<file path="config.mk">
export PLATFORM = sky130hd
export DESIGN_NAME = reg_dump_tx
export DESIGN_NICKNAME = d
export VERILOG_FILES = /design/src/rtl/reg_dump_tx.sv
export SDC_FILE = /design/constraint.sdc
export NUM_CORES = 1
export LEC_CHECK = 0
export BUFFER_PORTS_ARGS = -buffer_cell sky130_fd_sc_hd__buf_2
export CAP_MARGIN = 20
export CORE_ASPECT_RATIO = 1.1
export CORE_MARGIN = 2
export CORE_UTILIZATION = 45
export CTS_BUF_LIST = sky130_fd_sc_hd__clkbuf_2
export CTS_CLUSTER_SIZE = 24
export DETAILED_ROUTE_END_ITERATION = 10
export HOLD_SLACK_MARGIN = 0.03
export PLACE_DENSITY = 0.65
export SETUP_SLACK_MARGIN = 0.3
export SKIP_CTS_REPAIR_TIMING = 1
export SKIP_LAST_GASP = 1
export SLEW_MARGIN = 30
export SYNTH_ARGS = -nofsm -noshare
export SYNTH_HDL_FRONTEND = slang
export SYNTH_SLANG_ARGS = --single-unit
</file>
<file path="constraint.sdc">
create_clock -name clk -period 2.35 [get_ports clk]
set_clock_uncertainty 0.15 [all_clocks]
set_input_delay 0.47 -clock clk [delete_from_list [all_inputs] [get_ports clk]]
set_output_delay 0.47 -clock clk [all_outputs]
set_load 0.02 [all_outputs]
</file>
<file path="src/rtl/reg_dump_tx.sv">
// Streams every register of a register file out of a UART (8N1), MSB byte first.
// Optional REG_DUMP_HEADER_EN prefixes each register with a byte holding its index.
module reg_dump_tx #(
    parameter int DATA_WIDTH   = 32,
    parameter int ADDR_WIDTH   = 5,
    parameter int CLKS_PER_BIT = 434
) (
    input  logic                  clk,
    input  logic                  reset,
    input  logic                  start,
    output logic [ADDR_WIDTH-1:0] rd_addr,
    input  logic [DATA_WIDTH-1:0] rd_data,
    output logic                  tx,
    output logic                  busy,
    output logic                  done
);

    // state     | meaning
    // IDLE      | line idle, waiting for start
    // LOAD      | capture rd_data into the shift register
    // START_BIT | start bit (0) of the current byte
    // DATA_BITS | eight data bits, LSB first
    // STOP_BIT  | stop bit (1); picks next byte, next register or finishes
    typedef enum logic [2:0] {
        IDLE      = 3'd0,
        LOAD      = 3'd1,
        START_BIT = 3'd2,
        DATA_BITS = 3'd3,
        STOP_BIT  = 3'd4
    } state_t;

    localparam int DATA_BYTES = DATA_WIDTH / 8;
`ifdef REG_DUMP_HEADER_EN
    localparam bit HDR_EN      = 1'b1;
    localparam int FRAME_BYTES = DATA_BYTES + 1;
`else
    localparam bit HDR_EN      = 1'b0;
    localparam int FRAME_BYTES = DATA_BYTES;
`endif
    localparam int BAUD_W = (CLKS_PER_BIT > 1) ? $clog2(CLKS_PER_BIT) : 1;
    localparam int BYTE_W = $clog2(FRAME_BYTES + 1);

    localparam logic [BAUD_W-1:0]     BAUD_LAST = BAUD_W'(CLKS_PER_BIT - 1);
    localparam logic [BYTE_W-1:0]     BYTE_LAST = BYTE_W'(FRAME_BYTES - 1);
    localparam logic [ADDR_WIDTH-1:0] ADDR_LAST = '1;

    state_t                  state_q, state_d;
    logic [BAUD_W-1:0]       baud_q, baud_d;
    logic [2:0]              bit_q, bit_d;
    logic [BYTE_W-1:0]       byte_q, byte_d;
    logic [DATA_WIDTH-1:0]   shift_q, shift_d;
    logic [ADDR_WIDTH-1:0]   addr_q, addr_d;
    logic                    busy_q, busy_d;
    logic                    fin_q, fin_d;
    logic                    done_q, done_d;
    logic                    tx_q, tx_d;

    logic                    bit_end;
    logic                    hdr_slot;
    logic [7:0]              cur_byte;

    assign bit_end  = (baud_q == BAUD_LAST);
    assign hdr_slot = HDR_EN && (byte_q == '0);

    always_comb begin
        cur_byte = shift_q[DATA_WIDTH-1 -: 8];
        if (hdr_slot) begin
            cur_byte = 8'(addr_q);
        end
    end

    always_ff @(posedge clk or negedge reset) begin
        if (!reset) begin
            state_q <= IDLE;
            baud_q  <= '0;
            bit_q   <= '0;
            byte_q  <= '0;
            shift_q <= '0;
            addr_q  <= '0;
            busy_q  <= 1'b0;
            fin_q   <= 1'b0;
            done_q  <= 1'b0;
            tx_q    <= 1'b1;
        end else begin
            state_q <= state_d;
            baud_q  <= baud_d;
            bit_q   <= bit_d;
            byte_q  <= byte_d;
            shift_q <= shift_d;
            addr_q  <= addr_d;
            busy_q  <= busy_d;
            fin_q   <= fin_d;
            done_q  <= done_d;
            tx_q    <= tx_d;
        end
    end

    always_comb begin
        state_d = state_q;
        baud_d  = baud_q;
        bit_d   = bit_q;
        byte_d  = byte_q;
        shift_d = shift_q;
        addr_d  = addr_q;
        busy_d  = busy_q;
        fin_d   = 1'b0;
        done_d  = fin_q;

        case (state_q)
            IDLE: begin
                baud_d = '0;
                bit_d  = '0;
                byte_d = '0;
                // Blocked while the finish/done pulse is still in flight.
                if (start && !fin_q && !done_q) begin
                    addr_d  = '0;
                    busy_d  = 1'b1;
                    state_d = LOAD;
                end
            end
            LOAD: begin
                shift_d = rd_data;
                byte_d  = '0;
                bit_d   = '0;
                baud_d  = '0;
                state_d = START_BIT;
            end
            START_BIT: begin
                if (bit_end) begin
                    baud_d  = '0;
                    bit_d   = '0;
                    state_d = DATA_BITS;
                end else begin
                    baud_d = baud_q + BAUD_W'(1);
                end
            end
            DATA_BITS: begin
                if (bit_end) begin
                    baud_d = '0;
                    if (bit_q == 3'd7) begin
                        state_d = STOP_BIT;
                    end else begin
                        bit_d = bit_q + 3'd1;
                    end
                end else begin
                    baud_d = baud_q + BAUD_W'(1);
                end
            end
            STOP_BIT: begin
                if (bit_end) begin
                    baud_d = '0;
                    bit_d  = '0;
                    if (byte_q == BYTE_LAST) begin
                        byte_d = '0;
                        if (addr_q == ADDR_LAST) begin
                            addr_d  = '0;
                            fin_d   = 1'b1;
                            state_d = IDLE;
                        end else begin
                            addr_d  = addr_q + ADDR_WIDTH'(1);
                            state_d = LOAD;
                        end
                    end else begin
                        if (!hdr_slot) begin
                            shift_d = shift_q << 8;
                        end
                        byte_d  = byte_q + BYTE_W'(1);
                        state_d = START_BIT;
                    end
                end else begin
                    baud_d = baud_q + BAUD_W'(1);
                end
            end
            default: begin
                state_d = IDLE;
            end
        endcase

        if (fin_q) begin
            busy_d = 1'b0;
        end
    end

    // The line lags the FSM by one cycle, so tx mirrors the previous state.
    always_comb begin
        tx_d = 1'b1;
        case (state_q)
            START_BIT: tx_d = 1'b0;
            DATA_BITS: tx_d = cur_byte[bit_q];
            default:   tx_d = 1'b1;
        endcase
    end

    assign rd_addr = addr_q;
    assign tx      = tx_q;
    assign busy    = busy_q;
    assign done    = done_q;

endmodule

</file>
After elaboration in Yosys (flattened, before gate mapping) --
Index checks and enable logic that the tools add are counted. Widths: inputs -> output; s select.
Cells by class: add/sub/neg operators 4, order comparisons 1, equality and inequality tests 17, mux-type cells 35, reduce and logical (&&, ||, !) cells 21
Operator list (count):
- $mux 32 | 2
- $pmux 32 s2 | 1
- $mux 3 | 11
- $mux 5 | 4
- $pmux 9 s2 | 1
- $ne 2x2->1 const B | 8
- $pmux 3 s5 | 1
- $reduce_bool 2->1 | 6
- $pmux 5 s2 | 1
- $add 9x1->9 const B | 1
- $eq 3x2->1 const B | 3
- $eq 9x9->1 const B | 1
- $mux 1 | 9
- $mux 9 | 1
- $pmux 3 s3 | 1
- $reduce_and 4->1 | 2
- $add 3x1->3 const B | 2
- $eq 3x3->1 const B | 2
- $pmux 3 s2 | 1
- $add 5x1->5 const B | 1
- $eq 5x5->1 const B | 1
- $reduce_and 5->1 | 1
- $lt 3x4->1 const B | 1
- $reduce_and 2->1 | 2
- other kinds (11) | 14
Storage, ports and cells: flip-flop bits (word level) 59, bits of input ports 35, logic and storage cells 88

Longest topological paths before layout --
depth in word-level cells 6, gate-level depth with buffers 8, mapped depth without buffers 6

Worst setup path after synthesis --
OpenSTA, ideal clock, no wires.
path type register -> register, start register addr_q[0], in the netlist rd_addr[0], end register addr_q[3], in the netlist rd_addr[3], library setup time 0.065 ns, arrival time 1.818 ns, data required time 2.135 ns, setup slack 0.317 ns, cell stages (with the launch flop) 7, path buffers 0, period minus slack after synthesis 2.033 ns, cell sequence dfrtp_1 ha_1 and3_1 ha_1 or4_1 a21oi_1 a211o_1
On the way: word-level cells in the longest chain between the ends 5, elaborated cells between the ends (all ways) 6
Ends and longest elaborated chain:
- from (decl) | RTL line 52 | logic [ADDR_WIDTH-1:0] addr_q, addr_d;
- from (signal assigned) | RTL line 90 | addr_q <= addr_d;
- $add 5x1->5 / $eq 5x5->1 (equally long branches) | RTL line 160, 155
- $mux 5 (*) | RTL line 155 | if (addr_q == ADDR_LAST) begin
- $mux 5 (*) | RTL line 153 | if (byte_q == BYTE_LAST) begin
- $mux 5 (*) | RTL line 150 | if (bit_end) begin
- $pmux 5 s2 (*) | RTL line 109 | case (state_q)
Every way passes the cells marked *; elsewhere a longest branch is shown, timed or not. The select of a mux whose other input is x is not followed. A chain may end at the register's enable or synchronous reset.

Final worst setup path --
start register baud_q[2], end register byte_q[0]
On the way: word-level cells in the longest chain between the ends 3
Ends and longest elaborated chain:
- from (decl) | RTL line 48 | logic [BAUD_W-1:0] baud_q, baud_d;
- from (signal assigned) | RTL line 86 | baud_q <= baud_d;
- $eq 9x9->1 | RTL line 62 | assign bit_end = (baud_q == BAUD_LAST);
- $ne 2x2->1 (no line)
- $reduce_and 2->1 (no line)
- to (signal assigned) | RTL line 88 | byte_q <= byte_d;
- to (decl) | RTL line 50 | logic [BYTE_W-1:0] byte_q, byte_d;
No other way between the ends.

==> results.cfg <==
[clock_tree]
clk_pin_slew_ns = 0.16
cts-htree-levels = 3
numClockSinks = 59
clkLatencyLatePin_ns = 0.51
clock-root-buffer = clkbuf_2
cts_made_buffers = 9
cts_max_path_buffers = 2
tritoncts = built

[setup_path]
cp_max_fo = 7
worst_ep_arrival_time_ns = 2.37
slowest_delay_ns = 0.60
crit_path_top_delay_cell = or4b_4
endpoint_kind = flop
crit_chain = or4b_4 > nor3_4 > mux2_1 > a22o_1
critPathLaunchType = flop
rr_endpoint = byte_q[0]
crit_type = reg -> reg
r2r_slack_ns = 0.24
cp.required_ns = 2.61
rr_startpoint = baud_q[2]
r2r_cells = 4

[sta]
fin_crit_ns = 2.110
maxSlewViolCount = 0
slew_headroom = 0.6707
fmax_mhz = 474.0
setup_tns_ns = 0
setup_violations = 0
min_period_over_period = 0.8978
tightestPinTransition_ns = 0.4939
rsz0062_at_grt = true
hold_viol_final = 0

[logic_synthesis]
synth.distinct_cells = 50
synth_async_sr_flop_share = 1.000
synth_top_area_share = 0.4847
synth_nets = 338
synth_area_leaders = dfrtp_1, mux2i_1, nand2_1
yosysTopAreaCell = dfrtp_1
syn_area_per_cell_um2 = 10.12
synth-seq-cells = 59
yosysSeqAreaShare = 0.4935
ys.flop_type = dfrtp_1
syn_inst = 296
yosysWarnings = 0
synth_edf_count = 0
syn-cell-area_um2 = 2994

[power_and_ir_drop]
power_mw = 2.542
power_per_cell_area_nw_per_um2 = 694.4
ir_drop_v = 0.0003627
p_leak_nw = 1.698

[finish]
antenna_cells = 0
stdcell_area_um2 = 3661
final_nets = 403
fillerInstances = 600
drive_gt1_frac = 0.2678
final_common_cell = dfrtp_1
area_growth_pct = 22.27
final_cell_mix = dfrtp_1, nand2_1, buf_2

[placement]
dp_hpwl_um = 4567
gp_congestion = 0.8404
placed_area_um2 = 3388
port_buffers = 42

[route]
postRouteAntennaNets = 0
via_per_inst = 5.299
drc = 0
drt_iter0_drc = 133
vias = 2374
wire_per_inst_um = 14.54
wirelength_um = 6515
dr.pass1.iters = 4

[grt]
grt_pass1_wl_um = 10560
grtUsageTotal = 0.1962
grt_max_degree = 57
antenna_found_initial = 0
grt_pass1_vias = 2223
grt_overflow_total = 0

[die]
start_util = 0.4595
placementRows = 31
io_pins = 43
fp.dieW_um = 81.78
coreArea_um2 = 6516
dieArea_um2 = 7323
die_y_um = 89.55

[run]
maxCapViolCount = 0

[outcome]
status = complete, no violations

[worst_hold_path]
hold_start = start
hold_path_end = busy
hold_path_depth = 3
hp-class = in -> reg
-- routing by layer --
metal	vias up	part of all wire	track usage
li1	1204	-	-
met1	1107	0.47	0.2585
met2	48	0.47	0.2971
met3	15	0.035	0.05152
met4	0	0.028	0.1030
met5	-	0	0
-- cell families after synthesis --
| kind of cell | after synthesis | share of synthesized area |
|---|---|---|
| adder cells (fa/ha/maj) | 7 | 0.02925 |
| XOR/XNOR | 3 | 0.008777 |
| multiplexers | 30 | 0.1099 |
| flip-flops | 59 | 0.4935 |
| AO/OA/AOI/OAI | 58 | 0.1174 |
| buffers and inverters | 20 | 0.03217 |
| AND/OR/NAND/NOR | 119 | 0.2089 |
-- flip-flops by register name, summed over array words and instances (netlist names) --
name,cells
baud_q,9
bit_q,3
busy,1
byte_q,3
done,1
done_d,1
rd_addr,5
shift_q,32
state_q,3
tx,1
-- synth_stat cells (2+ instances only) --
cell type and number:
dfrtp_1 58, nand2_1 53, o21ai_0 34, mux2i_1 25, nand3_1 18, nor2_1 10, buf_2 8, ha_1 7
nor3_1 6, a21oi_1 5, a31oi_1 5, and3_1 4, clkbuf_1 4, inv_1 4, nand2b_1 4, nand4_1 4
buf_4 3, nor4b_1 3, xnor2_1 3, a211o_1 2, a22o_1 2, a41oi_1 2, mux2_1 2, mux4_2 2
nor2b_1 2, nor3b_2 2
-- worst max-delay path, delay by kind of cell, from the launching register on --
kind	cells	cell delay, ns
multiplexers	1	0.35
flip-flops	1	0.48
AND/OR/NAND/NOR	2	0.86
AO/OA/AOI/OAI	1	0.17
-- per-stage QoR --
step / hold WS [ns] / worst slack [ns] / std cells / util
2_1_floorplan: 0.02441 / 0.3173 / 296 / -
3_3_place_gp: 0.2307 / 0.3068 / 419 / 0.5200
3_5_place_dp: 0.2380 / 0.2683 / 419 / 0.5200
4_1_cts: -0.2591 / 0.2400 / 435 / 0.5403
5_1_grt: 0.06164 / 0.1884 / 448 / 0.5618
6_report: 0.06503 / 0.2401 / 448 / 0.5618
-- worst max path at each step --
| stage | start | to | slack, ns | depth (start not counted) |
|---|---|---|---|---|
| 6_report | baud_q[2] | byte_q[0] | 0.24 | 4 |
| 5_1_grt | baud_q[2] | byte_q[0] | 0.19 | 4 |
| 4_1_cts | baud_q[2] | byte_q[0] | 0.24 | 4 |
| 3_5_place_dp | baud_q[2] | byte_q[0] | 0.27 | 4 |
| 3_3_place_gp | baud_q[2] | byte_q[0] | 0.31 | 4 |
| 2_1_floorplan | rd_addr[0] | rd_addr[3] | 0.32 | 6 |
-- final cells by class --
| type | count | area [um^2] | share of cell area |
|---|---|---|---|
| clock buffers | 11 | 55.05 | 0.01504 |
| clock inverters | 5 | 77.57 | 0.02119 |
| inverters | 4 | 15.01 | 0.004101 |
| multi-input cells | 217 | 1464 | 0.3999 |
| flip-flops and latches | 59 | 1479 | 0.4040 |
| well taps | 82 | 102.6 | 0.02802 |
| repair buffers | 70 | 467.9 | 0.1278 |
-- where the power goes --
part | internal, mW | total (mW) | switching, mW
clock | 0.357 | 0.736 | 0.379
sequential | 1.21 | 1.39 | 0.176
combinational | 0.207 | 0.416 | 0.210
total | 1.78 | 2.54 | 0.765
No activity file was read; power rests on OpenSTA's default activity.
